[src/rtl/ceespu_memory_stage_pkg.sv]
// Shared encodings for the ceespu memory stage: load size selects, writeback
// source selects, controller states and the writeback source mux.
package ceespu_mem_pkg;

    localparam logic [1:0] SELMEM_WORD = 2'd0;
    localparam logic [1:0] SELMEM_HALF = 2'd1;
    localparam logic [1:0] SELMEM_BYTE = 2'd2;

    localparam logic [1:0] SELWB_ALU  = 2'd0;
    localparam logic [1:0] SELWB_LOAD = 2'd1;
    localparam logic [1:0] SELWB_LINK = 2'd2;

    typedef enum logic {
        IDLE = 1'b0,
        REQ  = 1'b1
    } mem_state_e;

    // Select code 3 aliases the ALU result, like code 0.
    function automatic logic [31:0] wb_select(
        input logic [1:0]  sel,
        input logic [31:0] alu,
        input logic [31:0] load,
        input logic [13:0] pc
    );
        logic [31:0] res;
        case (sel)
            SELWB_LOAD: res = load;
            SELWB_LINK: res = {18'b0, pc};
            default:    res = alu;
        endcase
        return res;
    endfunction

endpackage

[src/rtl/ceespu_load_align.sv]
// Combinational load aligner: picks the byte/half/word field out of the bus
// word using the low address bits and sign- or zero-extends it to 32 bits.
module ceespu_load_align
    import ceespu_mem_pkg::*;
(
    input  logic [31:0] rdata_i,
    input  logic [1:0]  addr_i,
    input  logic [2:0]  sel_mem_i,
    output logic [31:0] data_o
);

    logic [7:0]  byte_s;
    logic [15:0] half_s;
    logic        signed_s;

    assign signed_s = ~sel_mem_i[2];
    // addr[0] picks the upper half, matching the execute-stage halfword lane enables.
    assign half_s   = addr_i[0] ? rdata_i[31:16] : rdata_i[15:0];

    // Byte lane selection by address offset.
    always_comb begin
        byte_s = 8'h00;
        case (addr_i)
            2'd0:    byte_s = rdata_i[7:0];
            2'd1:    byte_s = rdata_i[15:8];
            2'd2:    byte_s = rdata_i[23:16];
            2'd3:    byte_s = rdata_i[31:24];
            default: byte_s = 8'h00;
        endcase
    end

    // Size selection and extension.
    always_comb begin
        data_o = rdata_i;
        case (sel_mem_i[1:0])
            SELMEM_BYTE: data_o = {{24{signed_s & byte_s[7]}}, byte_s};
            SELMEM_HALF: data_o = {{16{signed_s & half_s[15]}}, half_s};
            SELMEM_WORD: data_o = rdata_i;
            default:     data_o = rdata_i;
        endcase
    end

endmodule

[src/rtl/ceespu_memory_stage.sv]
// ceespu memory stage: IDLE/REQ bus handshake, load alignment and registered
// writeback. Optional bus timeout is enabled by defining CEESPU_MEM_TIMEOUT_EN.
module ceespu_memory_stage
    import ceespu_mem_pkg::*;
#(
    parameter int unsigned TIMEOUT_CYCLES = 16
) (
    input  logic        I_clk,
    input  logic        I_rst,
    input  logic [31:0] I_aluResult,
    input  logic [31:0] I_memAddress,
    input  logic [31:0] I_storeData,
    input  logic [3:0]  I_memWe,
    input  logic        I_memE,
    input  logic [2:0]  I_selMem,
    input  logic [1:0]  I_selWb,
    input  logic        I_we,
    input  logic [4:0]  I_regD,
    input  logic [13:0] I_PC,
    output logic        O_busReq,
    output logic [31:0] O_busAddr,
    output logic [31:0] O_busWdata,
    output logic [3:0]  O_busWe,
    input  logic        I_busAck,
    input  logic [31:0] I_busRdata,
    output logic        O_stall,
    output logic        O_we,
    output logic [4:0]  O_regD,
    output logic [31:0] O_wbData,
    output logic        O_busError
);

    if (TIMEOUT_CYCLES < 1) begin : g_param_check
        $error("TIMEOUT_CYCLES must be at least 1");
    end

    mem_state_e  state_q, state_d;
    logic        bus_req_q, bus_req_d;
    logic [31:0] bus_addr_q, bus_addr_d;
    logic [31:0] bus_wdata_q, bus_wdata_d;
    logic [3:0]  bus_we_q, bus_we_d;
    logic        wb_we_q, wb_we_d;
    logic [4:0]  wb_rd_q, wb_rd_d;
    logic [31:0] wb_data_q, wb_data_d;
    logic [1:0]  addr_lo_q, addr_lo_d;
    logic [2:0]  sel_mem_q, sel_mem_d;
    logic [1:0]  sel_wb_q, sel_wb_d;
    logic [4:0]  rd_q, rd_d;
    logic        we_q, we_d;
    logic [13:0] pc_q, pc_d;
    logic [31:0] alu_q, alu_d;
    logic [31:0] load_data_s;
    logic        timeout_s;
    logic        stall_s;

    ceespu_load_align u_align (
        .rdata_i   (I_busRdata),
        .addr_i    (addr_lo_q),
        .sel_mem_i (sel_mem_q),
        .data_o    (load_data_s)
    );

`ifdef CEESPU_MEM_TIMEOUT_EN
    localparam int unsigned CW = (TIMEOUT_CYCLES > 2) ? $clog2(TIMEOUT_CYCLES) : 1;
    logic [CW-1:0] tmo_cnt_q, tmo_cnt_d;

    assign timeout_s = (state_q == REQ) && !I_busAck &&
                       (tmo_cnt_q == CW'(TIMEOUT_CYCLES - 1));

    // Counts unacknowledged REQ cycles; cleared on every REQ entry.
    always_comb begin
        tmo_cnt_d = tmo_cnt_q;
        if (state_q == IDLE) begin
            tmo_cnt_d = '0;
        end else if (!I_busAck) begin
            tmo_cnt_d = tmo_cnt_q + CW'(1);
        end else begin
            tmo_cnt_d = tmo_cnt_q;
        end
    end

    // Timeout counter register.
    always_ff @(posedge I_clk or negedge I_rst) begin
        if (!I_rst) begin
            tmo_cnt_q <= '0;
        end else begin
            tmo_cnt_q <= tmo_cnt_d;
        end
    end
`else
    assign timeout_s = 1'b0;
`endif

    // Handshake controller, field latching and writeback selection.
    always_comb begin
        state_d     = state_q;
        bus_req_d   = bus_req_q;
        bus_addr_d  = bus_addr_q;
        bus_wdata_d = bus_wdata_q;
        bus_we_d    = bus_we_q;
        wb_we_d     = 1'b0;
        wb_rd_d     = wb_rd_q;
        wb_data_d   = wb_data_q;
        addr_lo_d   = addr_lo_q;
        sel_mem_d   = sel_mem_q;
        sel_wb_d    = sel_wb_q;
        rd_d        = rd_q;
        we_d        = we_q;
        pc_d        = pc_q;
        alu_d       = alu_q;
        stall_s     = 1'b0;
        case (state_q)
            IDLE: begin
                if (I_memE) begin
                    stall_s     = 1'b1;
                    state_d     = REQ;
                    bus_req_d   = 1'b1;
                    bus_addr_d  = {I_memAddress[31:2], 2'b00};
                    bus_wdata_d = I_storeData;
                    bus_we_d    = I_memWe;
                    addr_lo_d   = I_memAddress[1:0];
                    sel_mem_d   = I_selMem;
                    sel_wb_d    = I_selWb;
                    rd_d        = I_regD;
                    we_d        = I_we;
                    pc_d        = I_PC;
                    alu_d       = I_aluResult;
                end else begin
                    wb_we_d   = I_we;
                    wb_rd_d   = I_regD;
                    wb_data_d = wb_select(I_selWb, I_aluResult, I_aluResult, I_PC);
                end
            end
            REQ: begin
                if (I_busAck) begin
                    state_d   = IDLE;
                    bus_req_d = 1'b0;
                    wb_we_d   = we_q;
                    wb_rd_d   = rd_q;
                    wb_data_d = wb_select(sel_wb_q, alu_q, load_data_s, pc_q);
                end else if (timeout_s) begin
                    // Abandoned access: release the pipeline with no writeback.
                    state_d   = IDLE;
                    bus_req_d = 1'b0;
                end else begin
                    stall_s = 1'b1;
                end
            end
            default: begin
                state_d   = IDLE;
                bus_req_d = 1'b0;
            end
        endcase
    end

    // State, bus and writeback registers.
    always_ff @(posedge I_clk or negedge I_rst) begin
        if (!I_rst) begin
            state_q     <= IDLE;
            bus_req_q   <= 1'b0;
            bus_addr_q  <= 32'h0000_0000;
            bus_wdata_q <= 32'h0000_0000;
            bus_we_q    <= 4'h0;
            wb_we_q     <= 1'b0;
            wb_rd_q     <= 5'd0;
            wb_data_q   <= 32'h0000_0000;
            addr_lo_q   <= 2'd0;
            sel_mem_q   <= 3'd0;
            sel_wb_q    <= 2'd0;
            rd_q        <= 5'd0;
            we_q        <= 1'b0;
            pc_q        <= 14'd0;
            alu_q       <= 32'h0000_0000;
        end else begin
            state_q     <= state_d;
            bus_req_q   <= bus_req_d;
            bus_addr_q  <= bus_addr_d;
            bus_wdata_q <= bus_wdata_d;
            bus_we_q    <= bus_we_d;
            wb_we_q     <= wb_we_d;
            wb_rd_q     <= wb_rd_d;
            wb_data_q   <= wb_data_d;
            addr_lo_q   <= addr_lo_d;
            sel_mem_q   <= sel_mem_d;
            sel_wb_q    <= sel_wb_d;
            rd_q        <= rd_d;
            we_q        <= we_d;
            pc_q        <= pc_d;
            alu_q       <= alu_d;
        end
    end

    assign O_busReq   = bus_req_q;
    assign O_busAddr  = bus_addr_q;
    assign O_busWdata = bus_wdata_q;
    assign O_busWe    = bus_we_q;
    assign O_we       = wb_we_q;
    assign O_regD     = wb_rd_q;
    assign O_wbData   = wb_data_q;
    assign O_stall    = stall_s;
    assign O_busError = timeout_s;

endmodule

[config.mk]
export PLATFORM = sky130hd
export DESIGN_NAME = ceespu_memory_stage
export DESIGN_NICKNAME = d
export VERILOG_FILES = /design/src/rtl/ceespu_memory_stage_pkg.sv /design/src/rtl/ceespu_load_align.sv /design/src/rtl/ceespu_memory_stage.sv
export SDC_FILE = /design/constraint.sdc
export NUM_CORES = 1
export LEC_CHECK = 0
export ABC_AREA = 1
export CORE_UTILIZATION = 60
export CTS_CLUSTER_DIAMETER = 60
export CTS_CLUSTER_SIZE = 20
export DETAILED_ROUTE_END_ITERATION = 12
export DONT_BUFFER_PORTS = 1
export MAX_ROUTING_LAYER = met4
export PLACE_DENSITY = 0.73
export REMOVE_ABC_BUFFERS = 1
export SYNTH_ARGS = -nofsm -noshare
export SYNTH_HDL_FRONTEND = slang
export SYNTH_SLANG_ARGS = --single-unit
[constraint.sdc]
create_clock -name I_clk -period 2.9 [get_ports I_clk]
set_clock_uncertainty 0.05 [all_clocks]
set_input_delay 0 -clock I_clk [delete_from_list [all_inputs] [get_ports I_clk]]
set_output_delay 0 -clock I_clk [all_outputs]
set_load 0.03 [all_outputs]
==> out/qor.yml <==
synth:
  synthArstFlopShare_pct: 100
  ys_seq_area_share_pct: 51.0
  yosysTopAreaCellShare_pct: 51.0
  muxShareOfSynthArea_pct: 10.4
  postSynthCellCount: 940
  synth_simple_gate_area_share_pct: 15.6
  synthFlopType: "dfrtp_1"
  synth_top_cell_by_area: "dfrtp_1"
  yosys_warnings: 0
  synth_top_family_by_area: "simple AND/OR/NAND/NOR gates"
  synthTopCellsByArea: "dfrtp_1 (51%), nand2_1 (11%), mux2_2 (10%), a21oi_1 (7.5%), o21ai_0 (4.3%)"
  synth-compound-area-share_pct: 15.1
  yosys.area_share.adder_pct: 0.618
  avgSynthCellArea_um2: 8.62
  netlist_area_mm2: 0.00810
  synth-seq-cells: 165
  synth-xor-area-share_pct: 0
  synth_cell_types: 27
  synth_edf_count: 0
floorplanning:
  die_h_um: 118
  rows: 42
  placeableCoreArea_mm2: 0.0132
  dieArea_mm2: 0.0140
  pin_count: 270
  die_w_um: 118
  start_util_pct: 61.4
drt:
  drc: 0
  wl_met2_um: 13200
  drt-initial-drc-count: 818
  drt_first_pass_iters: 5
  route.met3.wl_um: 2140
  wire_per_inst_um: 21.0
  wl_um: 26500
  wl_met1_um: 9930
  routed_via_density: 5.99
  highest_layer: "met4"
  via_count: 7579
  postRouteAntennaNets: 0
setup_path:
  cp.arrival_ps: 2560
  crit_fanout: 37
  path_cells: "or2_1 > nand2_4 > inv_2 > buf_4"
  reg2reg_from: "state_q$_DFF_PN0_"
  r2r_cells: 6
  worstReg2RegEnd: "O_wbData[22]$_DFFE_PN0P_"
  worst_setup_path_start_kind: "register"
  worst-path-buf-inv: 2
  end_kind: "output pin"
  cp.required_ps: 2850
  cp-startpoint: "state_q$_DFF_PN0_"
  critPathMaxStageDelay_ps: 640
  critPathTopFamily: "buffers and inverters"
  r2r_slack_ps: 570
  slowest_stage: "or2_1"
  crit_type: "register to output pin"
sta:
  tightest_slew_ps: 938
  slew_headroom_pct: 37.4
  maxSlewViolCount: 0
  grt_setup_unrepaired: "false"
  period_share_pct: 89.9
  max_freq_mhz: 384
  hold_viol_final: 165
  setup_violations: 0
  fin_crit_ps: 2610
  worst_hold_slack_ps: -799
global_routing:
  grt_overflow: 0
  grt_pass1_wl_um: 41700
  antenna_found_initial: 0
  grt.total_usage_pct: 40.2
  first_global_vias: 7831
  grt_max_degree: 166
final_layout:
  areaGrowthSynthToFinish_pct: 29.1
  fin_cells: 1265
  multi_input_area_mm2: 0.00340
  layout-drive-gt1-share_pct: 12.4
  post-route-util_pct: 79.3
  fillCellCount: 796
  seq_area_mm2: 0.00413
  nets: 1241
  diodes: 0
pwr:
  fin_total_pwr_mw: 9.24
  vdd_ir_drop_max_mv: 0.684
  cellPowerDensity_mw_per_mm2: 884
  p_leak_nw: 4.95
clocking:
  clockBufferDepth: 2
  post_cts_buffers: 0
  cts_tree: "done"
  holdBufCountCts: 159
  cts_htree_levels: 4
  clockRootBuffer: "clkbuf_16"
  clk_latency_ps: 430
  clk_pin_slew_worst_paths_ps: 70
  cts_resized: 0
  cts_sinks: 165
  cts_made_buffers: 17
placed_design:
  dp.cells: 1074
  hpwl_um: 14700
  port_buffers: 0
  place.gp.congestion: 0.865
worst_hold_path:
  min_path_type: "primary input to asynchronous set/reset pin"
job:
  drv_cap: 0
run_status:
  status: "complete, but fails checks"
  violations: "negative hold slack"
-- through the flow --
stage                     cell area (um2)  TNS (ps)  worst slack [ps]
final                               10500         0               293
after global routing                10500         0               270
after CTS                           10500         0               419
after detailed placement             8210         0               811
after global placement               8210         0               858
after floorplan                      7840   -199580             -1690
-- synthesized netlist by cell type (2+ instances only) --
master	instances
ha_1	4
buf_1	4
dfrtp_1	165
o21ai_0	69
inv_2	3
o31ai_1	14
buf_4	4
nand3_1	10
nor2_2	2
buf_2	21
nor2_1	65
a31oi_1	12
a21oi_1	121
nand2_1	244
o211ai_1	7
inv_1	81
mux2_2	75
clkbuf_1	30
-- per-layer routing --
layer,vias up,GRT usage (%)
li1,3335,-
met1,3671,46.1
met2,462,66.3
met3,111,8.74
met4,0,21.4
met5,-,-
-- cell families after synthesis --
logic type               Yosys count
buffers and inverters            144
AO/OA/AOI/OAI                    226
other                              1
adder cells (fa/ha/maj)            4
flip-flops                       165
multiplexers                      75
AND/OR/NAND/NOR                  325
-- power by group --
part	internal, mW	switching [mW]	leakage (nW)	total (mW)
Sequential	2.93	1.43	1.95	4.36
Combinational	0.960	1.42	2.68	2.38
Clock	1.43	1.08	0.313	2.50
-- worst max path at each step --
stage	end	slack, ps	depth (start not counted)
floorplan	O_busAddr[10]$_DFFE_PN0P_	-1690	3
global placement	O_wbData[15]$_DFFE_PN0P_	860	6
detailed placement	O_wbData[5]$_DFFE_PN0P_	810	5
CTS	O_stall	420	4
global route	O_stall	270	4
finish	O_stall	290	4
-- placed cells by master (no fill, tap or decap), drive strengths merged, types with 2 or more instances in the layout --
cell type / count
nand2: 245
dfrtp: 165
dlygate4sd3: 159
a21oi: 122
inv: 89
mux2: 75
o21ai: 69
nor2: 67
clkbuf: 18
buf: 16
o31ai: 14
a31oi: 12
nand3: 11
o211ai: 8
ha: 4
clkinv: 4
conb: 3
bufinv: 3
clkinvlp: 2
or2: 2
-- flip-flops by register name, indices dropped and copies added, names as in the netlist, 2 cells and up --
| register | flops |
|---|---|
| O_busWdata | 32 |
| pc_q | 14 |
| sel_wb_q | 2 |
| alu_q | 32 |
| O_wbData | 32 |
| O_regD | 5 |
| rd_q | 5 |
| addr_lo_q | 2 |
| O_busWe | 4 |
| O_busAddr | 30 |
| sel_mem_q | 3 |
-- layout make-up --
cell class / instances / share of cell area (%)
clock buffers: 18 / 4.20
well taps: 176 / 2.11
repair buffers: 175 / 16.6
inverters: 84 / 3.02
multi-input cells: 633 / 32.5
flip-flops and latches: 165 / 39.5
clock inverters: 14 / 2.07
Power figures use the tool's default switching activity.
